$ cat config.mk
export PLATFORM = sky130hd
export DESIGN_NAME = mod_n_counter_hex
export DESIGN_NICKNAME = d
export VERILOG_FILES = /design/src/rtl/mod_n_counter_hex.sv
export SDC_FILE = /design/constraint.sdc
export NUM_CORES = 1
export LEC_CHECK = 0
export BUFFER_PORTS_ARGS = -buffer_cell sky130_fd_sc_hd__clkbuf_2
export CAP_MARGIN = 20
export CORE_UTILIZATION = 45
export DETAILED_ROUTE_END_ITERATION = 7
export GPL_ROUTABILITY_DRIVEN = 0
export PLACE_DENSITY = 0.65
export SKIP_CTS_REPAIR_TIMING = 1
export SLEW_MARGIN = 20
export SYNTH_ARGS = -nofsm -noshare
export SYNTH_HDL_FRONTEND = slang
export SYNTH_SLANG_ARGS = --single-unit
$ cat constraint.sdc
create_clock -name CLOCK_50 -period 3.3 [get_ports CLOCK_50]
set_input_delay 0.66 -clock CLOCK_50 [delete_from_list [all_inputs] [get_ports CLOCK_50]]
set_output_delay 0.66 -clock CLOCK_50 [all_outputs]
set_load 0.02 [all_outputs]
$ cat src/rtl/mod_n_counter_hex.sv
// mod_n_counter_hex
//   Modulo-N up/down counter with built-in prescaler, synchronous load and a
//   two-digit active-low seven-segment output. It replaces the separate
//   divider, counter and decoder stages.
//
// Parameters
//   CLK_DIV  clock cycles per count tick (>= 2)
//   MODULUS  count range 0..MODULUS-1 (>= 2)
//   WIDTH    count width (2**WIDTH >= MODULUS, WIDTH <= 8)
//
// Ports
//   CLOCK_50  in   sole clock, rising edge
//   reset     in   synchronous active-high reset
//   en        in   1 = prescaler runs and count advances on tick, 0 = hold
//   up_dn     in   1 = count up, 0 = count down (sampled on the tick cycle)
//   load      in   synchronous load strobe (beats a coincident tick)
//   load_val  in   load value, clamped to MODULUS-1
//   count     out  registered count
//   tick      out  one-cycle prescaler pulse
//   tc        out  one-cycle wrap pulse, aligned with the wrapped count
//   HEX0      out  segments {g..a}, active low, low nibble of count
//   HEX1      out  segments {g..a}, active low, high nibble of count
//
// Build option
//   MOD_COUNTER_LEAD_BLANK_EN  when defined, HEX1 is blanked while the high
//                              nibble is zero; HEX0 is never blanked.

module mod_n_counter_hex #(
   parameter int CLK_DIV = 25000000,
   parameter int MODULUS = 8,
   parameter int WIDTH   = 4
) (
   input  logic             CLOCK_50,
   input  logic             reset,
   input  logic             en,
   input  logic             up_dn,
   input  logic             load,
   input  logic [WIDTH-1:0] load_val,
   output logic [WIDTH-1:0] count,
   output logic             tick,
   output logic             tc,
   output logic [6:0]       HEX0,
   output logic [6:0]       HEX1
);

   localparam int               PW      = $clog2(CLK_DIV);
   localparam logic [PW-1:0]    PS_LAST = PW'(CLK_DIV - 1);
   localparam logic [WIDTH-1:0] TOP     = WIDTH'(MODULUS - 1);
   localparam logic [WIDTH:0]   MOD_EXT = (WIDTH + 1)'(MODULUS);
   localparam logic [6:0]       SEG_0   = 7'b1000000;
   localparam logic [6:0]       SEG_OFF = 7'b1111111;

`ifdef MOD_COUNTER_LEAD_BLANK_EN
   localparam logic [6:0] HI_RESET = SEG_OFF;
`else
   localparam logic [6:0] HI_RESET = SEG_0;
`endif

   logic [PW-1:0]    presc;
   logic [WIDTH-1:0] count_next;
   logic             wrap;
   logic [7:0]       count_ext;

   function automatic logic [6:0] seg7(input logic [3:0] d);
      case (d)
         4'h0:    seg7 = 7'b1000000;
         4'h1:    seg7 = 7'b1111001;
         4'h2:    seg7 = 7'b0100100;
         4'h3:    seg7 = 7'b0110000;
         4'h4:    seg7 = 7'b0011001;
         4'h5:    seg7 = 7'b0010010;
         4'h6:    seg7 = 7'b0000010;
         4'h7:    seg7 = 7'b1111000;
         4'h8:    seg7 = 7'b0000000;
         4'h9:    seg7 = 7'b0010000;
         4'hA:    seg7 = 7'b0001000;
         4'hB:    seg7 = 7'b0000011;
         4'hC:    seg7 = 7'b1000110;
         4'hD:    seg7 = 7'b0100001;
         4'hE:    seg7 = 7'b0000110;
         default: seg7 = 7'b0001110;
      endcase
   endfunction

   // Tick is decoded straight from the prescaler so the step lands on the
   // edge that ends the tick cycle.
   assign tick = en && (presc == PS_LAST);

   always_comb begin
      count_next = count;
      wrap       = 1'b0;
      if (up_dn) begin
         if (count == TOP) begin
            count_next = '0;
            wrap       = 1'b1;
         end else begin
            count_next = count + 1'b1;
         end
      end else begin
         if (count == '0) begin
            count_next = TOP;
            wrap       = 1'b1;
         end else begin
            count_next = count - 1'b1;
         end
      end
   end

   always_ff @(posedge CLOCK_50) begin
      if (reset) begin
         presc <= '0;
         count <= '0;
         tc    <= 1'b0;
      end else if (load) begin
         // Load restarts the prescaler so the next step is a full period away.
         count <= ({1'b0, load_val} >= MOD_EXT) ? TOP : load_val;
         presc <= '0;
         tc    <= 1'b0;
      end else begin
         tc <= 1'b0;
         if (en) begin
            presc <= (presc == PS_LAST) ? '0 : presc + 1'b1;
         end
         if (tick) begin
            count <= count_next;
            tc    <= wrap;
         end
      end
   end

   assign count_ext = 8'(count);

   always_ff @(posedge CLOCK_50) begin
      if (reset) begin
         HEX0 <= SEG_0;
         HEX1 <= HI_RESET;
      end else begin
         HEX0 <= seg7(count_ext[3:0]);
`ifdef MOD_COUNTER_LEAD_BLANK_EN
         HEX1 <= (count_ext[7:4] == 4'h0) ? SEG_OFF : seg7(count_ext[7:4]);
`else
         HEX1 <= seg7(count_ext[7:4]);
`endif
      end
   end

endmodule

==> results_dict.tcl <==
set metrics [dict create \
    status "completed" \
    diodes 0 \
    netlist_area_sq_um 2070 \
    drt_iter0_markers 149 \
    dr.pass1.iters 5 \
    synth_top_cell_by_area "dfxtp_1" \
    power.switching_uw 241 \
    synth_top_cells_by_area "dfxtp_1, nor2_1, xnor2_1" \
    grt_pass1_wl_mm 7.45 \
    criticalPathCategory "register to output pin" \
    critPathCaptureType "output pin" \
    netlist.area_leader.share_pct 35.7 \
    dieArea_sq_um 4880 \
    power_switching_share_pct 24.6 \
    grt_overflow_total 0 \
    rsz0062_at_grt "no" \
    ys_top_cells_by_count "dfxtp_1, nor2_1, a21oi_1" \
    fin_setup_tns_ps 0 \
    crit_required_ps 2640 \
    clock_skew_ps 7.19 \
    cts-root-buf "clkbuf_8" \
    syn_inst 261 \
    clock_latency_ps 290 \
    path_clk_slew_ps 80 \
    peakVddDrop_mv 0.324 \
    layout.nets 286 \
    place.detailed.hpwl_mm 2.95 \
    synth_flop_cell "dfxtp_1" \
    post-route-period-util_pct 85.2 \
    drive_above_1_share_pct 13.3 \
    relSlewSlack_pct 57.2 \
    hold_path.class "register to register" \
    synthDistinctLibCells 42 \
    ant_nets 0 \
    placed_area_sq_um 2150 \
    grt_max_degree 22 \
    die_width_um 69.9 \
    vias 1786 \
    area_delta_synth_final_pct 9.48 \
    final_area_sq_um 2270 \
    clock_sinks 37 \
    synth_most_common_cell "dfxtp_1" \
    synthArstFlopShare_pct 0 \
    cts_max_path_buffers 2 \
    report.final.hold_viol_count 0 \
    setup_viol 0 \
    vias_per_cell 5.53 \
    antenna_found_initial 0 \
    tightest_slew_ps 641 \
    ys_seq_elements 37 \
    syn_avg_cell_area_sq_um 7.94 \
    regToRegSetupSlack_ps 1100 \
    initial_core_util_pct 47.3 \
    ys_warn_count 0 \
    cp.arrival_ps 2150 \
    htreeDepth 2 \
    drc 0 \
    routedWlPerCell_um 13.1 \
    portBuffers 21 \
    clkPwrFrac_pct 42.1 \
    pwr_density_cell_nw_per_um2 432 \
    path_max_fanout 8 \
    grtUsageTotal_pct 18.6 \
    period_needed_ps 2810 \
    max_freq_mhz 356 \
    ioPinCount 29 \
    p_leak_nw 0.764 \
    cp-start-kind "register" \
    ys_seq_area_share_pct 35.7 \
    dpl.cell_count 315 \
    p_int_uw 738 \
    numCtsBuffers 5 \
    fillers 431 \
    die_h_um 69.9 \
    slew_viol_final 0 \
    maxCapViolations 0 \
    coreArea_sq_um 4380 \
    rows 24 \
    combPwrFrac_pct 10.0 \
    stdcell_count 323 \
    routed_wl_mm 4.23 \
    cts_tree "built" \
    grt_pass1_vias 1647 \
    p_seq_share_pct 47.9 \
    synth_edf_count 0 \
]
==> flip-flops by register name (all words and copies together) (netlist names) <==
name / flops
HEX0: 7
count: 4
presc: 25
tc: 1
==> power groups by stage <==
stage | clock network, mW | logic [mW] | registers, mW
after floorplan | 0 | 0.0753 | 0.483
after global placement | 0 | 0.0980 | 0.479
after detailed placement | 0 | 0.0984 | 0.479
after CTS | 0.425 | 0.0986 | 0.469
after global routing | 0.441 | 0.110 | 0.471
final | 0.413 | 0.0981 | 0.469
==> critical path, stage by stage, from the launching register on <==
cell	delay [ps]
dfxtp_1	410
ha_1	300
nand2_1	100
or4_1	650
nor2_1	210
clkbuf_2	200
==> area by class of cell <==
| class | instances | area [sq um] | share of cell area [%] |
|---|---|---|---|
| clock buffer | 6 | 82.6 | 3.64 |
| clock inverter | 2 | 37.5 | 1.65 |
| inverter | 11 | 41.3 | 1.82 |
| multi-input combinational | 191 | 1170 | 51.8 |
| sequential | 37 | 741 | 32.6 |
| tap | 52 | 65.1 | 2.87 |
| timing repair buffer | 24 | 128 | 5.62 |
==> per-stage QoR <==
step	utilization [%]	power, mW	setup WS (ps)	hold slack [ps]
4_1_cts	51.8	0.992	480	480
2_1_floorplan	-	0.559	617	452
3_5_place_dp	49.0	0.577	673	470
5_1_grt	51.8	1.02	331	517
6_report	51.8	0.980	489	477
3_3_place_gp	49.0	0.577	679	460
==> cells in the final DEF (no fill, tap or decap), types with 5 or more instances in the layout <==
master | Yosys | layout
conb_1 | 2 | 7
a21oi_1 | 18 | 18
o21ai_0 | 10 | 10
nor3_1 | 8 | 8
clkbuf_2 | 1 | 21
clkbuf_8 | 0 | 6
ha_1 | 7 | 7
mux2i_1 | 5 | 5
inv_1 | 11 | 11
nor2_1 | 30 | 30
or4_1 | 10 | 10
xnor2_1 | 11 | 11
o31ai_1 | 6 | 6
nand2_1 | 16 | 16
nand4_1 | 11 | 11
dfxtp_1 | 37 | 37
or3_1 | 6 | 6
a211oi_1 | 7 | 7
nand3_1 | 7 | 7
nor4_1 | 5 | 5
==> logic make-up after synthesis <==
group | after synthesis | share of synthesized area (%)
and+or+nand+nor | 105 | 26.9
buffers and inverters | 38 | 8.51
AOI/OAI and AO/OA | 53 | 15.9
xor gates and xnor gates | 14 | 5.91
muxes | 5 | 2.41
adders and majority gates | 7 | 4.22
DFF | 37 | 35.7
other | 2 | 0.362
==> routing by layer <==
metal | vias to the layer above | global-route usage (%) | wire length, um
li1 | 930 | - | -
met1 | 815 | 24.8 | 2120
met2 | 34 | 29.5 | 1900
met3 | 7 | 4.18 | 158
met4 | 0 | 6.67 | 55
met5 | - | 0 | 0
==> worst paths after layout <==
| kind | start | endpoint | cells past startpoint |
|---|---|---|---|
| worst max-delay path | presc[0] | tick | 5 |
| worst min register to register | presc[22] | presc[22] | 2 |
| worst min-delay path | presc[22] | presc[22] | 2 |
| worst max register to register | presc[0] | presc[24] | 5 |
Power figures use the tool's default switching activity.
